$ cat config.mk
export PLATFORM = sky130hd
export DESIGN_NAME = sample_stream_flat
export DESIGN_NICKNAME = d
export VERILOG_FILES = /design/src/rtl/sample_stream_if.sv /design/src/rtl/sample_stream.sv /design/src/flat_wrapper.sv
export SDC_FILE = /design/constraint.sdc
export NUM_CORES = 1
export LEC_CHECK = 0
export BUFFER_PORTS_ARGS = -buffer_cell sky130_fd_sc_hd__buf_2
export CAP_MARGIN = 20
export CORE_ASPECT_RATIO = 1.25
export CORE_UTILIZATION = 45
export CTS_CLUSTER_DIAMETER = 80
export DETAILED_ROUTE_END_ITERATION = 8
export GPL_TIMING_DRIVEN = 0
export PLACE_DENSITY = 0.68
export SLEW_MARGIN = 20
export SYNTH_ARGS = -nofsm -noshare
export SYNTH_HDL_FRONTEND = slang
export SYNTH_SLANG_ARGS = --single-unit
export TNS_END_PERCENT = 10
$ cat constraint.sdc
create_clock -name clk -period 2.69 [get_ports clk]
set_clock_uncertainty 0.1 [all_clocks]
set_input_delay 0.4035 -clock clk [delete_from_list [all_inputs] [get_ports clk]]
set_output_delay 0.4035 -clock clk [all_outputs]
set_load 0.02 [all_outputs]
$ cat src/rtl/sample_stream_if.sv
// sample_stream_if: stream bundle around the error-matrix sampler.
//   rand_data  [63:0]  four 16-bit random samples, lane k in [16k+15:16k]
//   rand_valid         rand_data valid
//   rand_ready         sampler accepts a word when valid & ready
//   wr_en              write request to the error-matrix RAM
//   wr_ready           RAM accepts the write when wr_en & wr_ready
//   wr_addr    [11:0]  word address of the write
//   wr_data    [63:0]  four packed 16-bit mod-q samples
// The slave modport is the sampler; the master modport is its environment.
interface sample_stream_if;
   logic [63:0] rand_data;
   logic        rand_valid;
   logic        rand_ready;
   logic        wr_en;
   logic        wr_ready;
   logic [11:0] wr_addr;
   logic [63:0] wr_data;

   modport master (
      output rand_data, rand_valid, wr_ready,
      input  rand_ready, wr_en, wr_addr, wr_data
   );

   modport slave (
      input  rand_data, rand_valid, wr_ready,
      output rand_ready, wr_en, wr_addr, wr_data
   );
endinterface

$ cat src/rtl/sample_stream.sv
// sample_stream: streaming FrodoKEM error-matrix sampler.
// Takes 64-bit random words, maps each 16-bit lane through the CDF-based error
// sampler of the latched security level, and writes packed results to the
// error-matrix RAM at incrementing addresses. One run yields one n x nbar matrix.
//   clk        clock
//   rst        asynchronous reset, active high
//   start      one-cycle pulse, begins a run (ignored unless idle)
//   sec_level  1, 3 or 5, sampled at start; other values act as level 1
//   bus        slave side of sample_stream_if (random input, RAM write output)
//   busy       high while a run is in progress
//   done       one-cycle pulse when the last write has been accepted
module sample_stream (
   input  logic                   clk,
   input  logic                   rst,
   input  logic                   start,
   input  logic [2:0]             sec_level,
   sample_stream_if.slave         bus,
   output logic                   busy,
   output logic                   done
);

   localparam int unsigned Lanes   = 4;
   localparam int unsigned AddrW   = 12;
   localparam int unsigned Nbar    = 8;
   localparam int unsigned NL1     = 640;
   localparam int unsigned NL3     = 976;
   localparam int unsigned NL5     = 1344;
   localparam int unsigned TotalL1 = NL1 * Nbar / Lanes;
   localparam int unsigned TotalL3 = NL3 * Nbar / Lanes;
   localparam int unsigned TotalL5 = NL5 * Nbar / Lanes;

   // CDF tables without their final entry: only len-1 compares are made.
   localparam logic [14:0] CdfL1 [12] = '{15'd4643, 15'd13363, 15'd20579, 15'd25843,
                                          15'd29227, 15'd31145, 15'd32103, 15'd32525,
                                          15'd32689, 15'd32745, 15'd32762, 15'd32766};
   localparam logic [14:0] CdfL3 [10] = '{15'd5638, 15'd15915, 15'd23689, 15'd28571,
                                          15'd31116, 15'd32217, 15'd32613, 15'd32731,
                                          15'd32760, 15'd32766};
   localparam logic [14:0] CdfL5 [6]  = '{15'd9142, 15'd23462, 15'd30338, 15'd32361,
                                          15'd32725, 15'd32765};

   typedef enum logic [1:0] {StIdle, StRun, StDrain, StDone} state_e;
   typedef enum logic [1:0] {LvL1, LvL3, LvL5} level_e;

   state_e            state_q, state_d;
   level_e            level_q, level_d;
   logic [AddrW-1:0]  in_cnt_q, in_cnt_d;
   logic [AddrW-1:0]  out_cnt_q, out_cnt_d;
   logic [63:0]       data_q, data_d;
   logic              wr_en_q, wr_en_d;
   logic [AddrW-1:0]  total;
   logic [63:0]       sampled;
   logic              accept;
   logic              wr_fire;

   // e counts CDF entries strictly below r[15:1]; r[0] negates mod q.
   function automatic logic [15:0] sample_lane(input logic [15:0] r, input level_e lvl);
      logic [14:0] t;
      logic [3:0]  e;
      logic [15:0] res;
      t = r[15:1];
      e = '0;
      case (lvl)
         LvL3:    for (int z = 0; z < 10; z++) e = e + {3'b000, (t > CdfL3[z])};
         LvL5:    for (int z = 0; z < 6; z++)  e = e + {3'b000, (t > CdfL5[z])};
         default: for (int z = 0; z < 12; z++) e = e + {3'b000, (t > CdfL1[z])};
      endcase
      res = r[0] ? (16'd0 - {12'd0, e}) : {12'd0, e};
      // q = 2^15 at level 1, so the reduction is just dropping bit 15.
      if (lvl == LvL1) res[15] = 1'b0;
      return res;
   endfunction

   always_comb begin
      sampled = '0;
      for (int unsigned k = 0; k < Lanes; k++) begin
         sampled[16*k +: 16] = sample_lane(bus.rand_data[16*k +: 16], level_q);
      end
   end

   always_comb begin
      case (level_q)
         LvL3:    total = AddrW'(TotalL3);
         LvL5:    total = AddrW'(TotalL5);
         default: total = AddrW'(TotalL1);
      endcase
   end

   // A new word may enter only if the output register is free or draining now.
   assign bus.rand_ready = (state_q == StRun) && (in_cnt_q < total) && (!wr_en_q || bus.wr_ready);
   assign accept         = bus.rand_valid && bus.rand_ready;
   assign wr_fire        = wr_en_q && bus.wr_ready;

   always_comb begin
      state_d   = state_q;
      level_d   = level_q;
      in_cnt_d  = in_cnt_q;
      out_cnt_d = out_cnt_q;
      data_d    = data_q;
      wr_en_d   = wr_en_q;
      case (state_q)
         StIdle: begin
            if (start) begin
               case (sec_level)
                  3'd3:    level_d = LvL3;
                  3'd5:    level_d = LvL5;
                  default: level_d = LvL1;
               endcase
               in_cnt_d  = '0;
               out_cnt_d = '0;
               wr_en_d   = 1'b0;
               state_d   = StRun;
            end
         end
         StRun: begin
            if (wr_fire) begin
               out_cnt_d = out_cnt_q + AddrW'(1);
               wr_en_d   = 1'b0;
            end
            if (accept) begin
               data_d   = sampled;
               wr_en_d  = 1'b1;
               in_cnt_d = in_cnt_q + AddrW'(1);
               if (in_cnt_q == total - AddrW'(1)) state_d = StDrain;
            end
         end
         StDrain: begin
            if (wr_fire) begin
               out_cnt_d = out_cnt_q + AddrW'(1);
               wr_en_d   = 1'b0;
               state_d   = StDone;
            end
         end
         StDone: begin
            state_d = StIdle;
         end
         default: state_d = StIdle;
      endcase
   end

   always_ff @(posedge clk or posedge rst) begin
      if (rst) begin
         state_q   <= StIdle;
         level_q   <= LvL1;
         in_cnt_q  <= '0;
         out_cnt_q <= '0;
         data_q    <= '0;
         wr_en_q   <= 1'b0;
      end else begin
         state_q   <= state_d;
         level_q   <= level_d;
         in_cnt_q  <= in_cnt_d;
         out_cnt_q <= out_cnt_d;
         data_q    <= data_d;
         wr_en_q   <= wr_en_d;
      end
   end

   assign bus.wr_en   = wr_en_q;
   assign bus.wr_addr = out_cnt_q;
   assign bus.wr_data = data_q;
   assign busy        = (state_q != StIdle);
   assign done        = (state_q == StDone);

endmodule

$ cat src/flat_wrapper.sv
// flat-port wrapper written by rule: the top's interface ports become plain ports
module sample_stream_flat 
  (clk, rst, start, sec_level, busy, done, bus_rand_data, bus_rand_valid, bus_wr_ready, bus_rand_ready, bus_wr_en, bus_wr_addr, bus_wr_data);
  sample_stream_if bus_i ();
  input  logic clk;
  input  logic rst;
  input  logic start;
  input  logic [2:0] sec_level;
  output logic busy;
  output logic done;
  input wire logic [$bits(bus_i.rand_data)-1:0] bus_rand_data;
  input wire logic [$bits(bus_i.rand_valid)-1:0] bus_rand_valid;
  input wire logic [$bits(bus_i.wr_ready)-1:0] bus_wr_ready;
  output wire logic [$bits(bus_i.rand_ready)-1:0] bus_rand_ready;
  output wire logic [$bits(bus_i.wr_en)-1:0] bus_wr_en;
  output wire logic [$bits(bus_i.wr_addr)-1:0] bus_wr_addr;
  output wire logic [$bits(bus_i.wr_data)-1:0] bus_wr_data;
  assign bus_i.rand_data = bus_rand_data;
  assign bus_i.rand_valid = bus_rand_valid;
  assign bus_i.wr_ready = bus_wr_ready;
  assign bus_rand_ready = bus_i.rand_ready;
  assign bus_wr_en = bus_i.wr_en;
  assign bus_wr_addr = bus_i.wr_addr;
  assign bus_wr_data = bus_i.wr_data;
  sample_stream u_core (.clk(clk), .rst(rst), .start(start), .sec_level(sec_level), .bus(bus_i), .busy(busy), .done(done));
endmodule
After elaboration in Yosys (flattened, before gate mapping)
Index checks and enable logic that the tools add are counted.

word-level totals
  flip-flop bits (word level) = 93
  output and inout bits = 80
  word-level logic and storage cells = 282

cells by class
  add/sub/neg operators = 107
  $lt $le $gt $ge = 109
  eq/ne operators = 13
  multiplexer cells = 28
  reductions and logical operators = 19

operators by type and width
  cell                                                    count
  > comparator 15 bit (second input constant)             88
  adder 4 x 1 -> 4 bit                                    88
  > comparator 15 x 14 -> 1 bit (second input constant)   12
  > comparator 15 x 13 -> 1 bit (second input constant)   8
  one-hot mux 12 bit (2 select lines)                     3
  2-to-1 mux 16 bit                                       4
  2-to-1 mux 12 bit                                       3
  one-hot mux 4 bit (2 select lines)                      4
  adder 1 x 1 -> 2 bit                                    12
  adder 12 x 1 -> 12 bit (second input constant)          2
  subtractor 1 x 4 -> 5 bit (first input constant)        4
  == test 12 bit                                          1
  < comparator 12 bit                                     1
  subtractor 12 x 1 -> 12 bit (second input constant)     1
  2-to-1 mux 2 bit                                        4
  one-hot mux 2 bit (4 select lines)                      1
  2-to-1 mux 1 bit                                        7
  == test 2 bit (second input constant)                   3
  inequality test 2 x 1 -> 1 bit (second input constant)  3
  AND reduction 2 bit                                     3
  AND reduction 3 bit                                     2
  nonzero test 2 bit                                      3
  == test 2 x 1 -> 1 bit (second input constant)          2
  logical AND 1 bit                                       4
  11 further kinds                                        13

Depth between registers and ports, before layout
  depth in word-level cells = 16
  depth in mapped cells = 23
  mapped depth without buffers = 22

Worst setup path before layout
OpenSTA, ideal clock, no wires.

  path kind = in2reg
  start point = input port bus_rand_data[34]
  end point = register u_core.data_q[47], in the netlist u_core.bus.wr_data[47]
  arrival time = 5.067 ns
  data required time = 2.495 ns
  setup slack = -2.573 ns
  stages = 21
  path through = clkbuf_1 -> or2_2 -> o21ai_0 -> nand2_1 -> a211o_1 -> a31o_2 -> o21ai_0 -> fa_1 -> inv_1 -> fa_1 -> fa_1 -> fa_1 -> inv_1 -> fa_1 -> o221ai_1 -> o21a_1 -> inv_1 -> ha_1 -> nor2b_1 -> a21bo_2 -> o31ai_1

between the ends
  cells in the longest elaborated chain, start to end = 16
  elaborated cells between the ends (all ways) = 56
  those cells by class = 26 x add/sub; 27 x order compare; 3 x mux

RTL lines
  element                                                                                line                  source
  from (decl)                                                                            flat_wrapper.sv:11    input wire logic [$bits(bus_i.rand_data)-1:0] bus_rand_data;
  > comparator 15 x 13 -> 1 bit / > comparator 15 x 14 -> 1 bit (equally long branches)  sample_stream.sv:66   default: for (int z = 0; z < 12; z++) e = e + {3'b000, (t > CdfL1[z])};
  adder 1 x 1 -> 2 bit                                                                   sample_stream.sv:66
  adder 4 x 1 -> 4 bit (10 in series)                                                    sample_stream.sv:66
  one-hot mux 4 bit (2 select lines) *                                                   sample_stream.sv:63   case (lvl)
  subtractor 1 x 4 -> 5 bit *                                                            sample_stream.sv:68   res = r[0] ? (16'd0 - {12'd0, e}) : {12'd0, e};
  2-to-1 mux 16 bit *                                                                    sample_stream.sv:68
  2-to-1 mux 1 bit *                                                                     sample_stream.sv:70   if (lvl == LvL1) res[15] = 1'b0;
  to (signal assigned)                                                                   sample_stream.sv:154  data_q <= data_d;
  to (decl)                                                                              sample_stream.sv:49   logic [63:0] data_q, data_d;

Every way passes the cells marked *; elsewhere a longest branch is shown, timed or not.
A chain may end at the register's enable or synchronous reset.

Worst setup path in the final report
Same ends and word-level chain as after synthesis.

==> results.py <==
metrics = {
    "power": {
        "irDropWorstVdd_mv": 0.2702,
        "power_density_nw_per_um2": 236.1,
        "p_leak_nw": 5.559,
    },
    "floorplan": {
        "die_x_um": 131.5,
        "dieArea_um2": 21560,
        "die_h_um": 163.9,
        "coreArea_um2": 20320,
        "io_pins": 152,
        "start_util_pct": 46.45,
        "core.rowCount": 58,
    },
    "yosys": {
        "synth_edf_count": 0,
        "synthTopCellsByArea": "dfrtp_1, fa_1, ha_1",
        "ys.flop_type": "dfrtp_1",
        "syn-num-nets": 1476,
        "postSynthAreaPerCell_um2": 7.385,
        "netlist_area_um2": 9438,
        "synth-seq-cells": 53,
        "yosysSeqAreaShare_pct": 14.05,
        "async_flop_share_pct": 100.0,
        "yosys-top-cells-count": "nand2_1, inv_1, o21ai_0",
        "yosysTopAreaCellShare_pct": 14.05,
        "yosysMostFrequentCell": "nand2_1",
        "synth_area_leader_cell": "dfrtp_1",
        "syn_inst": 1278,
        "yosysUniqueCellTypes": 78,
        "yosys_warnings": 0,
    },
    "route": {
        "drtAntennaViolNets": 0,
        "via_per_inst": 5.989,
        "routed_wl_um": 30310,
        "post_drt_wl_per_cell_um": 17.31,
        "dr.first_iter.drc_count": 1218,
        "vias": 10487,
        "drtPass1Iterations": 9,
        "drc": 0,
    },
    "timing": {
        "setup_slack_ps": -2145,
        "slew_violations": 0,
        "hold_violations": 0,
        "finalCriticalPeriod_ps": 4835,
        "fin_crit_sh_pct": 179.7,
        "fin_tns_setup_ps": -46420,
        "rsz0062_at_grt": "true",
        "setup_viol": 28,
        "slew_headroom_pct": 41.81,
        "worst_pin_slew_ps": 861.9,
        "fmax_ghz": 0.2068,
    },
    "cts": {
        "ctsRootBufferMaster": "clkbuf_16",
        "clkTransAtPathRegs_ps": 70,
        "cts_tree": "built",
        "htreeDepth": 2,
        "ctsHoldBuffers": 0,
        "cts_buffers": 5,
        "clk_path_buf_depth": 2,
        "cts.sinks": 53,
        "clock_latency_ps": 300,
    },
    "critical_path": {
        "path_cells": "clkbuf_16 > or2_4 > o21ai_2 > nand2_1 > a211o_1 > a31o_2 > o21ai_2 > fa_1 > inv_1 > fa_1 > fa_1 > fa_2 > inv_2 > fa_1 > o221ai_2 > o21a_1 > inv_1 > ha_2 > nor2b_1 > a21bo_2 > o31ai_1",
        "reg2reg_slack_ps": -290,
        "ff2ff_path_depth": 11,
        "arrival_ps": 4940,
        "cpMaxStageDelayCell": "fa_1",
        "crit_start": "bus_rand_data[34]",
        "cpPeakStageDelay_ps": 460,
        "crit_type": "primary input to register",
        "crit_cells": 21,
        "cp_top_family": "adder cells",
        "cp_num_buf_inv": 4,
        "worstPathRequired_ps": 2800,
        "path_max_fanout": 10,
        "critPathLaunchType": "primary input",
        "crit_path_end_kind": "register",
        "r2r_start": "u_core.level_q[1]",
        "cp-endpoint": "u_core.bus.wr_data[47]",
        "rr_endpoint": "u_core.bus.wr_data[16]",
        "cpMostUsedCell": "fa_1",
    },
    "layout": {
        "layout-drive-gt1-share_pct": 31.82,
        "nets": 1677,
        "final_util_pct": 59.67,
        "final_cell_area_um2": 12130,
        "syn_to_final_growth_pct": 28.48,
        "nFillCells": 1835,
    },
    "placement": {
        "pre_cts_ws_ps": -2865,
        "port-buffer-count": 138,
        "place.gp.congestion": 0.9621,
        "place_area_um2": 10650,
        "dp_hpwl_um": 22540,
    },
    "grt": {
        "grt_use_met1_pct": 35.10,
        "grt_max_degree": 54,
        "gr-usage-met3_pct": 3.179,
        "busiest_layer": "met2",
        "globalRouteTotalUtil_pct": 27.21,
        "grt_pass1_vias": 9848,
        "grt_pass1_wl_um": 48650,
        "grtUsageMet2_pct": 47.09,
        "grt_antenna_before_repair": 1,
        "grt_overflow_total": 0,
    },
    "outcome": {
        "violations": "setup timing",
        "status": "complete, but fails checks",
    },
    "flow_run": {
        "max-cap-violations": 0,
    },
    "hold_path": {
        "hold_path_class": "primary input to asynchronous set/reset pin",
    },
}
cell type report:
type                    instances  area [um^2]  area share (%)
diodes                          1        2.502         0.02064
plain buffers                 121        957.2           7.894
clock buffers                   6        128.9           1.063
clock inverters                 2        15.01          0.1238
inverters                     125        489.2           4.035
multi-input cells             979         7677           63.32
flip-flops and latches         53         1329           10.96
well taps                     270        337.8           2.786
repair buffers                194         1189           9.803
worst min-delay path by stage:
stage,from,to,slack (ps)
2_1_floorplan,u_core.in_cnt_q[3],u_core.in_cnt_q[3],360
3_3_place_gp,u_core.bus.wr_data[1],u_core.bus.wr_data[1],360
3_5_place_dp,u_core.bus.wr_data[47],u_core.bus.wr_data[47],370
4_1_cts,rst,u_core.bus.wr_data[14],130
5_1_grt,rst,u_core.bus.wr_data[15],190
6_report,rst,u_core.bus.wr_data[14],100
worst register-to-register path: cells and delay by family (launching register included):
family,cells,cell delay [ps]
buffers and inverters,6,1070
AOI/OAI and AO/OA,2,500
and+or+nand+nor,1,180
adders and majority gates,2,540
DFF,1,430
power by group:
part | internal, W | leakage [nW] | switching (W)
registers | 0.000796 | 0.722 | 0
logic | 0.000589 | 4.77 | 0.000838
clock network | 0.000346 | 0.0631 | 0.000294
total | 0.00173 | 5.56 | 0.00113
routing by layer:
metal	share of wire, %	vias up
met5	0	-
met3	7.7	122
met2	48	640
met4	3.8	0
li1	-	4892
met1	41	4833
cells by family (layout without fill, tap and decap cells):
| group | Yosys count | count (layout) | share of synthesized area [%] |
|---|---|---|---|
| simple gates | 459 | 459 | 24.34 |
| compound gates | 357 | 357 | 24.25 |
| buf+inv | 246 | 448 | 11.96 |
| fa+ha+maj | 126 | 126 | 21.80 |
| flops | 53 | 53 | 14.05 |
| xor+xnor | 29 | 29 | 2.691 |
| mux | 8 | 8 | 0.9147 |
| other cells | 0 | 1 | 0 |
registers in the layout (all words and copies together) (netlist names):
register and flops:
u_core.level_q 2, u_core.bus.wr_en 1, u_core.state_q 2, u_core.bus.wr_data 24, u_core.bus.wr_addr 12, u_core.in_cnt_q 12
cells in the final DEF (no fill, tap or decap), types with 16 or more instances in the layout:
cell type,instances
inv_1,108
nor2_1,85
dfrtp_1,51
nor3_1,18
buf_2,139
ha_1,55
nand4_1,27
a31oi_1,21
o31ai_1,16
clkbuf_2,20
fa_1,56
o21ai_0,81
a21oi_1,77
nand2_1,123
buf_4,100
nand3_1,43
stage by stage:
stage	cells	hold WS, ps	power, W
finish	1751	104.8	0.002863
CTS	1735	132.4	0.002776
floorplan	1278	362.5	0.001636
global placement	1686	357.1	0.001956
global route	1750	187.3	0.003054
detailed placement	1686	366.2	0.001978
what timing repair did:
item | CTS | global route
endpoints found under the setup margin | 40 | 37
buffers inserted | 41 | 15
endpoints found under the hold margin | 0 | 0
resized for setup | 199 | 87
pin swaps | 52 | 47
cloned | 0 | 0
Power figures use the tool's default switching activity.
